**src/rtl/video_pos_tracker_if.sv**
```systemverilog
// Pixel-stream bus between the VDP source (master) and the position tracker (slave).
// Inputs carry the raw strobe/blanking/colour; outputs carry framebuffer coordinates and frame size.
interface video_pos_tracker_if #(
  parameter int WIDTH      = 320,
  parameter int HEIGHT     = 240,
  parameter int COLOR_BITS = 4
);
  logic                      ce_pix;
  logic                      hblank;
  logic                      vblank;
  logic [COLOR_BITS-1:0]     r_in;
  logic [COLOR_BITS-1:0]     g_in;
  logic [COLOR_BITS-1:0]     b_in;

  logic                      ce_pix_o;
  logic [COLOR_BITS-1:0]     r;
  logic [COLOR_BITS-1:0]     g;
  logic [COLOR_BITS-1:0]     b;
  logic [$clog2(WIDTH)-1:0]  x;
  logic [$clog2(HEIGHT)-1:0] y;
  logic [10:0]               width;
  logic [9:0]                height;
  logic                      frame_valid;

  modport master (
    output ce_pix, hblank, vblank, r_in, g_in, b_in,
    input  ce_pix_o, r, g, b, x, y, width, height, frame_valid
  );

  modport slave (
    input  ce_pix, hblank, vblank, r_in, g_in, b_in,
    output ce_pix_o, r, g, b, x, y, width, height, frame_valid
  );
endinterface

```
**src/rtl/video_pos_tracker.sv**
```systemverilog
// Converts a strobe+blanking pixel stream into framebuffer x/y and measures frame width/height; outputs 1 cycle after ce_pix, no backpressure.
// Define FRAME_STABLE_EN to update width/height only after two consecutive frames measure the same size.
module video_pos_tracker #(
  parameter int WIDTH      = 320,
  parameter int HEIGHT     = 240,
  parameter int COLOR_BITS = 4
) (
  input  logic               clk,
  input  logic               resetn,
  video_pos_tracker_if.slave vif
);
  localparam int          XW    = $clog2(WIDTH);
  localparam int          YW    = $clog2(HEIGHT);
  localparam logic [10:0] W_MAX = 11'(WIDTH);
  localparam logic [9:0]  H_MAX = 10'(HEIGHT);

  typedef enum logic [1:0] {SYNC_WAIT, LINE, HBL, VBL} state_e;

  state_e                state_q, state_d;
  logic                  hblank_q, vblank_q;
  logic [10:0]           xcnt_q, xcnt_d;
  logic [9:0]            ycnt_q, ycnt_d;
  logic [10:0]           line_w_q, line_w_d;
  logic                  ce_q, ce_d;
  logic [COLOR_BITS-1:0] r_q, r_d, g_q, g_d, b_q, b_d;
  logic [XW-1:0]         x_q, x_d;
  logic [YW-1:0]         y_q, y_d;
  logic [10:0]           width_q, width_d;
  logic [9:0]            height_q, height_d;
  logic                  fv_q, fv_d;
`ifdef FRAME_STABLE_EN
  logic [10:0]           prev_w_q, prev_w_d;
  logic [9:0]            prev_h_q, prev_h_d;
  logic                  prev_vld_q, prev_vld_d;
`endif

  logic        hb_rise, hb_fall, vb_rise, vb_fall, active, pix_en, commit;
  logic [10:0] cand_w;
  logic [9:0]  cand_h;

  always_comb begin
    hb_rise  = vif.hblank & ~hblank_q;
    hb_fall  = ~vif.hblank & hblank_q;
    vb_rise  = vif.vblank & ~vblank_q;
    vb_fall  = ~vif.vblank & vblank_q;
    active   = vif.ce_pix & ~vif.hblank & ~vif.vblank;
    state_d  = state_q;
    xcnt_d   = xcnt_q;
    ycnt_d   = ycnt_q;
    line_w_d = line_w_q;
    ce_d     = 1'b0;
    r_d      = r_q;
    g_d      = g_q;
    b_d      = b_q;
    x_d      = x_q;
    y_d      = y_q;
    width_d  = width_q;
    height_d = height_q;
    fv_d     = fv_q;
    pix_en   = 1'b0;
    commit   = 1'b0;
`ifdef FRAME_STABLE_EN
    prev_w_d   = prev_w_q;
    prev_h_d   = prev_h_q;
    prev_vld_d = prev_vld_q;
`endif

    // A pixel arriving on the same cycle as the edge that opens a line belongs to that line.
    case (state_q)
      SYNC_WAIT, VBL: begin
        if (vb_fall) begin
          state_d = LINE;
          xcnt_d  = '0;
          ycnt_d  = '0;
          pix_en  = 1'b1;
        end
      end
      LINE: begin
        if (vb_rise || hb_rise) begin
          if (xcnt_q != '0) begin
            line_w_d = xcnt_q;
            xcnt_d   = '0;
            if (ycnt_q != '1) ycnt_d = ycnt_q + 10'd1;
          end
          state_d = vb_rise ? VBL : HBL;
          commit  = vb_rise;
        end else begin
          pix_en = 1'b1;
        end
      end
      HBL: begin
        if (vb_rise) begin
          state_d = VBL;
          commit  = 1'b1;
        end else if (hb_fall) begin
          state_d = LINE;
          pix_en  = 1'b1;
        end
      end
      default: state_d = SYNC_WAIT;
    endcase

    if (pix_en && active) begin
      if (xcnt_d < W_MAX && ycnt_d < H_MAX) begin
        ce_d = 1'b1;
        r_d  = vif.r_in;
        g_d  = vif.g_in;
        b_d  = vif.b_in;
        x_d  = xcnt_d[XW-1:0];
        y_d  = ycnt_d[YW-1:0];
      end
      if (xcnt_d != '1) xcnt_d = xcnt_d + 11'd1;
    end

    cand_w = (line_w_d > W_MAX) ? W_MAX : line_w_d;
    cand_h = (ycnt_d > H_MAX) ? H_MAX : ycnt_d;
    if (commit && ycnt_d != '0) begin
`ifdef FRAME_STABLE_EN
      if (prev_vld_q && cand_w == prev_w_q && cand_h == prev_h_q) begin
        width_d  = cand_w;
        height_d = cand_h;
        fv_d     = 1'b1;
      end
      prev_w_d   = cand_w;
      prev_h_d   = cand_h;
      prev_vld_d = 1'b1;
`else
      width_d  = cand_w;
      height_d = cand_h;
      fv_d     = 1'b1;
`endif
    end
  end

  always_ff @(posedge clk) begin
    if (!resetn) begin
      state_q    <= SYNC_WAIT;
      hblank_q   <= 1'b0;
      vblank_q   <= 1'b0;
      xcnt_q     <= '0;
      ycnt_q     <= '0;
      line_w_q   <= '0;
      ce_q       <= 1'b0;
      r_q        <= '0;
      g_q        <= '0;
      b_q        <= '0;
      x_q        <= '0;
      y_q        <= '0;
      width_q    <= W_MAX;
      height_q   <= H_MAX;
      fv_q       <= 1'b0;
`ifdef FRAME_STABLE_EN
      prev_w_q   <= '0;
      prev_h_q   <= '0;
      prev_vld_q <= 1'b0;
`endif
    end else begin
      state_q    <= state_d;
      hblank_q   <= vif.hblank;
      vblank_q   <= vif.vblank;
      xcnt_q     <= xcnt_d;
      ycnt_q     <= ycnt_d;
      line_w_q   <= line_w_d;
      ce_q       <= ce_d;
      r_q        <= r_d;
      g_q        <= g_d;
      b_q        <= b_d;
      x_q        <= x_d;
      y_q        <= y_d;
      width_q    <= width_d;
      height_q   <= height_d;
      fv_q       <= fv_d;
`ifdef FRAME_STABLE_EN
      prev_w_q   <= prev_w_d;
      prev_h_q   <= prev_h_d;
      prev_vld_q <= prev_vld_d;
`endif
    end
  end

  assign vif.ce_pix_o    = ce_q;
  assign vif.r           = r_q;
  assign vif.g           = g_q;
  assign vif.b           = b_q;
  assign vif.x           = x_q;
  assign vif.y           = y_q;
  assign vif.width       = width_q;
  assign vif.height      = height_q;
  assign vif.frame_valid = fv_q;
endmodule
```
**src/flat_wrapper.sv**
```systemverilog
// flat-port wrapper written by rule: the top's interface ports become plain ports
module video_pos_tracker_flat 
#(
  parameter int WIDTH      = 320,
  parameter int HEIGHT     = 240,
  parameter int COLOR_BITS = 4
)
  (clk, resetn, vif_ce_pix, vif_hblank, vif_vblank, vif_r_in, vif_g_in, vif_b_in, vif_ce_pix_o, vif_r, vif_g, vif_b, vif_x, vif_y, vif_width, vif_height, vif_frame_valid);
  video_pos_tracker_if #(.WIDTH(WIDTH), .HEIGHT(HEIGHT), .COLOR_BITS(COLOR_BITS)) vif_i ();
  input  logic clk;
  input  logic resetn;
  input wire logic [$bits(vif_i.ce_pix)-1:0] vif_ce_pix;
  input wire logic [$bits(vif_i.hblank)-1:0] vif_hblank;
  input wire logic [$bits(vif_i.vblank)-1:0] vif_vblank;
  input wire logic [$bits(vif_i.r_in)-1:0] vif_r_in;
  input wire logic [$bits(vif_i.g_in)-1:0] vif_g_in;
  input wire logic [$bits(vif_i.b_in)-1:0] vif_b_in;
  output wire logic [$bits(vif_i.ce_pix_o)-1:0] vif_ce_pix_o;
  output wire logic [$bits(vif_i.r)-1:0] vif_r;
  output wire logic [$bits(vif_i.g)-1:0] vif_g;
  output wire logic [$bits(vif_i.b)-1:0] vif_b;
  output wire logic [$bits(vif_i.x)-1:0] vif_x;
  output wire logic [$bits(vif_i.y)-1:0] vif_y;
  output wire logic [$bits(vif_i.width)-1:0] vif_width;
  output wire logic [$bits(vif_i.height)-1:0] vif_height;
  output wire logic [$bits(vif_i.frame_valid)-1:0] vif_frame_valid;
  assign vif_i.ce_pix = vif_ce_pix;
  assign vif_i.hblank = vif_hblank;
  assign vif_i.vblank = vif_vblank;
  assign vif_i.r_in = vif_r_in;
  assign vif_i.g_in = vif_g_in;
  assign vif_i.b_in = vif_b_in;
  assign vif_ce_pix_o = vif_i.ce_pix_o;
  assign vif_r = vif_i.r;
  assign vif_g = vif_i.g;
  assign vif_b = vif_i.b;
  assign vif_x = vif_i.x;
  assign vif_y = vif_i.y;
  assign vif_width = vif_i.width;
  assign vif_height = vif_i.height;
  assign vif_frame_valid = vif_i.frame_valid;
  video_pos_tracker #(.WIDTH(WIDTH), .HEIGHT(HEIGHT), .COLOR_BITS(COLOR_BITS)) u_core (.clk(clk), .resetn(resetn), .vif(vif_i));
endmodule
```
**config.mk**
```make
export PLATFORM = sky130hd
export DESIGN_NAME = video_pos_tracker_flat
export DESIGN_NICKNAME = d
export VERILOG_FILES = /design/src/rtl/video_pos_tracker_if.sv /design/src/rtl/video_pos_tracker.sv /design/src/flat_wrapper.sv
export SDC_FILE = /design/constraint.sdc
export NUM_CORES = 1
export LEC_CHECK = 0
export ABC_AREA = 1
export ABC_CLOCK_PERIOD_IN_PS = 2200
export BUFFER_PORTS_ARGS = -buffer_cell sky130_fd_sc_hd__buf_2
export CORE_UTILIZATION = 51
export DETAILED_ROUTE_END_ITERATION = 8
export PLACE_DENSITY_LB_ADDON = 0.08
export SLEW_MARGIN = 30
export SYNTH_ARGS = -nofsm -noshare
export SYNTH_HDL_FRONTEND = slang
export SYNTH_SLANG_ARGS = --single-unit
```
**constraint.sdc**
```tcl
create_clock -name clk -period 2.2 [get_ports clk]
set_input_delay 0.11 -clock clk [delete_from_list [all_inputs] [get_ports clk]]
set_output_delay 0.11 -clock clk [all_outputs]
set_load 0.1 [all_outputs]
```
=== Word level (Yosys, flattened, before mapping) ===
Index checks and enable logic that the tools add are counted.

* $add $sub $neg: 2
* Magnitude comparators: 4
* Eq/ne operators: 8
* Mux-type cells: 31
* Bitwise operators: 10
* Reductions and logical operators: 11

{| class="wikitable"
|+ Operators by type and width
! operator !! count
|-
| $mux W11 || 9
|-
| $mux W10 || 5
|-
| $pmux W11 S2 || 1
|-
| $pmux W10 S2 || 1
|-
| $add A11 B1 Y11 const B || 1
|-
| $gt A11 B9 Y1 const B || 1
|-
| $lt A11 B9 Y1 const B || 1
|-
| $ne A11 B11 Y1 const B || 1
|-
| $reduce_bool A11 Y1 || 1
|-
| $add A10 B1 Y10 const B || 1
|-
| $gt A10 B8 Y1 const B || 1
|-
| $lt A10 B8 Y1 const B || 1
|-
| $ne A10 B10 Y1 const B || 1
|-
| $reduce_bool A10 Y1 || 1
|-
| $mux W1 || 8
|-
| $mux W2 || 4
|-
| $and A1 B1 Y1 || 6
|-
| $pmux W2 S3 || 1
|-
| $eq A2 B2 Y1 const B || 2
|-
| $ne A2 B1 Y1 const B || 2
|-
| $not A1 Y1 || 4
|-
| $reduce_and A2 Y1 || 2
|-
| $logic_and A1 B1 Y1 || 3
|-
| $ne A3 B1 Y1 const B || 1
|-
| 7 further kinds || 7
|}

* Bits in registers: 88
* Output and inout port bits: 52
* Word-level logic and storage cells: 81

=== Longest topological paths before layout ===
* Word-level depth: 8
* Gate-level depth with buffers: 19
* Depth with buffers taken out: 17

=== Worst setup path after synthesis ===
Ideal clock, no wire load.

* Path type: register -> register
* Start: register u_core.state_q[0]
* End: register u_core.width_q[0] (netlist: u_core.vif.width[0])
* Library setup time: 0.128 ns
* Arrival time: 2.044 ns
* Data required time: 2.072 ns
* Path slack: 0.029 ns
* Stages on the path, launching flop included: 18
* Path buffers: 1
* Path through: dfxtp_1 > inv_1 > ha_1 > o21ai_2 > nand2_1 > inv_1 > nand2_2 > nand2_1 > nand2_1 > nor2_4 > nand2_2 > nor2_4 > nand2_4 > nand2_4 > buf_6 > nand2_1 > nand2_1 > nor2_1

* Longest elaborated chain between the ends: 5
* Elaborated cells on any way between the ends: 12

{| class="wikitable"
|+ RTL lines
! item !! line !! RTL
|-
| start, declared || video_pos_tracker.sv:19 || <nowiki>state_e state_q, state_d;</nowiki>
|-
| start signal, assigned || video_pos_tracker.sv:158 || <nowiki>state_q <= state_d;</nowiki>
|-
| branches (longest 5 deep; another with $gt A11 B9 Y1) || -- ||
|-
| end signal, assigned || video_pos_tracker.sv:170 || <nowiki>width_q <= width_d;</nowiki>
|-
| end, declared || video_pos_tracker.sv:28 || <nowiki>logic [10:0] width_q, width_d;</nowiki>
|}

Several ways; the timed one is not identified.
A chain may end at the register's enable or synchronous reset.

=== Worst setup path in the final report ===
* Start: register u_core.xcnt_q[5]
* End: register u_core.x_q[5] (netlist: u_core.vif.x[5])

* Longest elaborated chain between the ends: 7
* Elaborated cells on any way between the ends: 12

{| class="wikitable"
|+ RTL lines
! item !! line !! RTL
|-
| start, declared || video_pos_tracker.sv:21 || <nowiki>logic [10:0] xcnt_q, xcnt_d;</nowiki>
|-
| start signal, assigned || video_pos_tracker.sv:161 || <nowiki>xcnt_q <= xcnt_d;</nowiki>
|-
| $reduce_bool A11 Y1 || video_pos_tracker.sv:80 || <nowiki>if (xcnt_q != '0) begin</nowiki>
|-
| $mux W11 or $mux W10 (tied branches) || video_pos_tracker.sv:80 ||
|-
| $mux W11 or $mux W10 (tied branches) || video_pos_tracker.sv:79 || <nowiki>if (vb_rise || hb_rise) begin</nowiki>
|-
| $pmux W11 S2 or $pmux W10 S2 (tied branches) || video_pos_tracker.sv:69 || <nowiki>case (state_q)</nowiki>
|-
| $lt A11 B9 Y1 or $lt A10 B8 Y1 (tied branches) || video_pos_tracker.sv:104 || <nowiki>if (xcnt_d < W_MAX && ycnt_d < H_MAX) begin</nowiki>
|-
| $logic_and A1 B1 Y1 || video_pos_tracker.sv:104 ||
|-
| $reduce_and A2 Y1 (no source line) || -- ||
|-
| end signal, assigned || video_pos_tracker.sv:147 || <nowiki>x_q <= '0;</nowiki>
|-
| end signal, assigned || video_pos_tracker.sv:168 || <nowiki>x_q <= x_d;</nowiki>
|-
| end, declared || video_pos_tracker.sv:26 || <nowiki>logic [XW-1:0] x_q, x_d;</nowiki>
|}

Several ways; a longest one is shown, not always the timed one.

==> metrics <==
outcome=finished, violations left; failing checks=negative setup slack; top-count cell post-synth=nand2_1; Critical R2R Capture=u_core.vif.x[5]; required time of the critical path=2.45 ns; Syn Area/Cell=6.63 um2; Reg area=1780 um2; total gr overflow=0; CTS sink cnt=88; Place WS=-0.307 ns; Setup WS post-layout=-0.0765 ns; sequential power share=32.3%; top-area cell type share of the netlist area=40.1%; Syn Std Cell Area=4400 um2; detailed-route DRC error count=0; final setup violation count=36; Core Area=8300 um2; CP max FO=11; share of cells above drive strength 1=45.2%; PwrDens=815 nW/um2; Final Hold Viols=0; die area=9000 um2; CP Capture Type=flip-flop; Placed Area=5360 um2; clock root buffer=clkbuf_8; fillers=599; final total power=5.43 mW; Max Cap Violations=0; Sw Ratio=41.8%; Total Wirelength=13300 um; clock power share=22.1%; Vias=4882; slew margin rel.=53.3%; crit path time final=2.28 ns; GP Congestion=0.923; Slew Limit Fails=0; first-pass GRT wire length=19200 um; DRT iter0 DRCs=230; RSZ-0062 raised after global routing=true; Post-synth EDFFs=0; Warnings, synthesis=0; top cells by count, synth=nand2_1 (154), nor2_1 (138), dfxtp_1 (88), inv_1 (81), nand3_1 (46); Inst Count DP=894; Ant. Diodes=0; cell depth of the worst flop-to-flop path=16; reg2reg start=u_core.xcnt_q[5]; Die Span Y=94.9 um; Die X=94.9 um; synthesized flop and latch total=88; All-Layer GR Usage=27.4%; WP data arrival=2.53 ns; post-DP HPWL=8620 um; Worst-Skew Late Latency=0.36 ns; initial antenna violation count=0; hold slack=0.00156 ns; Final Skew=0.0114 ns; largest net degree at the start of global routing=38; Synth cell types=38; top cells by area, synth=dfxtp_1 (40%), nand2_1 (13%), nor2_1 (12%), inv_1 (6.9%), nand3_1 (5.2%); Final period util=103%; fmax=439 MHz; critical path class=reg2reg; router iterations before antenna repair=4; FFs w/ async S/R, synth=0%; number of global-route vias before repair=4254; Synth Net Count=684; startpoint types=flip-flop; Comb power frac=45.6%; clock buffer depth=2; sequential share of the synthesized area=40.1%; worst vdd rail ir drop=0.569 mV; biggest area consumer among synthesized cells=dfxtp_1; net switching power=2.27 mW; port bufs=68; Synth Instances=663; Initial Utilization=53.0%; Area growth syn-to-layout=51.6%; worst setup path endpoint=u_core.vif.x[5]; hold path startpoint=vif_g_in[2]; Worst-Margin Slew=0.700 ns; Min-Delay Path Class=in2reg; DRT antenna net count=0; CTS tree=built; Via density=5.12; Worst-path clk slew=0.10 ns; nets=864; Row Count=33; Post-synth top flop=dfxtp_1; Finished Cell Area=6670 um2; drt wl/cell=14.0 um; Leakage=3.18 nW; Worst Setup SP=u_core.xcnt_q[5]; Multi-input gate area=2810 um2; H-tree lvl count=3; Final Non-Filler Cells=953; Int Pwr=3.16 mW; Reg2Reg Setup Slack=-0.08 ns; io pins=69; CTS Buf Count=9
sequential cells by signal, summed over array words and instances (netlist names):
signal                  count
u_core.ycnt_q              10
u_core.vif.frame_valid      1
u_core.vif.y                8
u_core.state_q              2
u_core.xcnt_q              11
u_core.hblank_q             1
u_core.vif.r                4
u_core.vif.b                4
u_core.vif.g                4
u_core.vif.x                9
u_core.vif.height          10
u_core.vif.ce_pix_o         1
u_core.vif.width           11
u_core.line_w_q            11
u_core.vblank_q             1
per-layer routing:
layer  vias up  part of all wire, %  GRT usage [%]
li1       2423                    -              -
met1      2282                   44           35.2
met2       153                   49           46.9
met3        24                  4.3           3.95
met4         0                  2.5           9.22
met5         -                    0              0
how the worst min path moves through the flow:
stage	to	depth (start not counted)	slack, ns
after global placement	u_core.hblank_q	3	0.32
final	u_core.vif.g[2]	3	0.002
after global routing	u_core.vif.r[3]	3	0.002
after CTS	u_core.vblank_q	3	0.004
after detailed placement	u_core.hblank_q	3	0.32
after floorplan	u_core.hblank_q	2	0.20
power groups by stage:
stage,combinational (mW),clock (mW),sequential (mW)
floorplan,0.798,0,2.24
global placement,1.78,0,1.77
detailed placement,1.82,0,1.77
CTS,2.08,1.22,1.74
global route,2.64,1.29,1.77
finish,2.47,1.20,1.76
stage by stage:
step | utilization (%) | TNS (ns)
global placement | 64.6 | -5.52
CTS | 70.9 | 0
detailed placement | 64.6 | -12.05
floorplan | - | 0
finish | 80.3 | -0.683
global route | 80.3 | -6.35
layout by cell type, fill, tap and decap left out, types with 3 or more instances in the layout:
cell           instances
dfxtp_1               74
nand3_2               14
a21oi_1               11
nor3_2                 3
inv_2                 15
inv_6                  4
nand3_1               28
dfxtp_2               12
buf_6                 13
a21oi_2                7
nand4_1               14
nand2_2               32
nor3_1                 3
clkbuf_8              10
o21ai_1               21
inv_1                 70
buf_12                 4
nand2_8                4
nor2_2                33
buf_4                100
nand2_1              118
buf_2                 68
dlygate4sd3_1          5
ha_4                   4
nor2_1                92
nand2_4               14
nor2_4                19
o21ai_0               17
nand3_4                7
o21ai_2                6
worst max-delay path, stage by stage, from the launching register on:
cell and delay (ns):
dfxtp_1 0.37, inv_2 0.04, nand2_1 0.11, nor2_4 0.06, nand2_4 0.11, buf_12 0.13, nand4_1 0.13, buf_4 0.18
o21ai_4 0.12, nand2_2 0.10, nor2_2 0.12, nand2_2 0.11, nand2_4 0.16, clkinv_8 0.09, buf_12 0.15, nor2_2 0.11
nor2_1 0.06
layout make-up:
class	count	area share [%]
inverter	89	5.27
tap	105	1.97
timing repair inverter	1	0.131
sequential	88	26.8
clock buffer	10	2.06
timing repair buffer	190	20.5
clock inverter	6	1.11
multi-input combinational	464	42.2
repair_timing:
action	CTS	global route
setup buffers	12	22
endpoints found under the hold margin	5	0
pin swaps	25	52
resized for setup	53	184
hold buffers	5	0
setup endpoints to repair	63	63
gates cloned	1	3
logic make-up (layout without fill, tap and decap cells):
kind of cell               Yosys count  after routing  synth area share (%)
adders and majority gates            4              4                  1.14
AOI/OAI and AO/OA                   71             71                  8.59
and+or+nand+nor                    384            386                  38.3
buffers and inverters              113            296                  11.3
xor gates and xnor gates             3              3                 0.598
DFF                                 88             88                  40.1
Note: power is estimated with default switching activity, not from simulation.
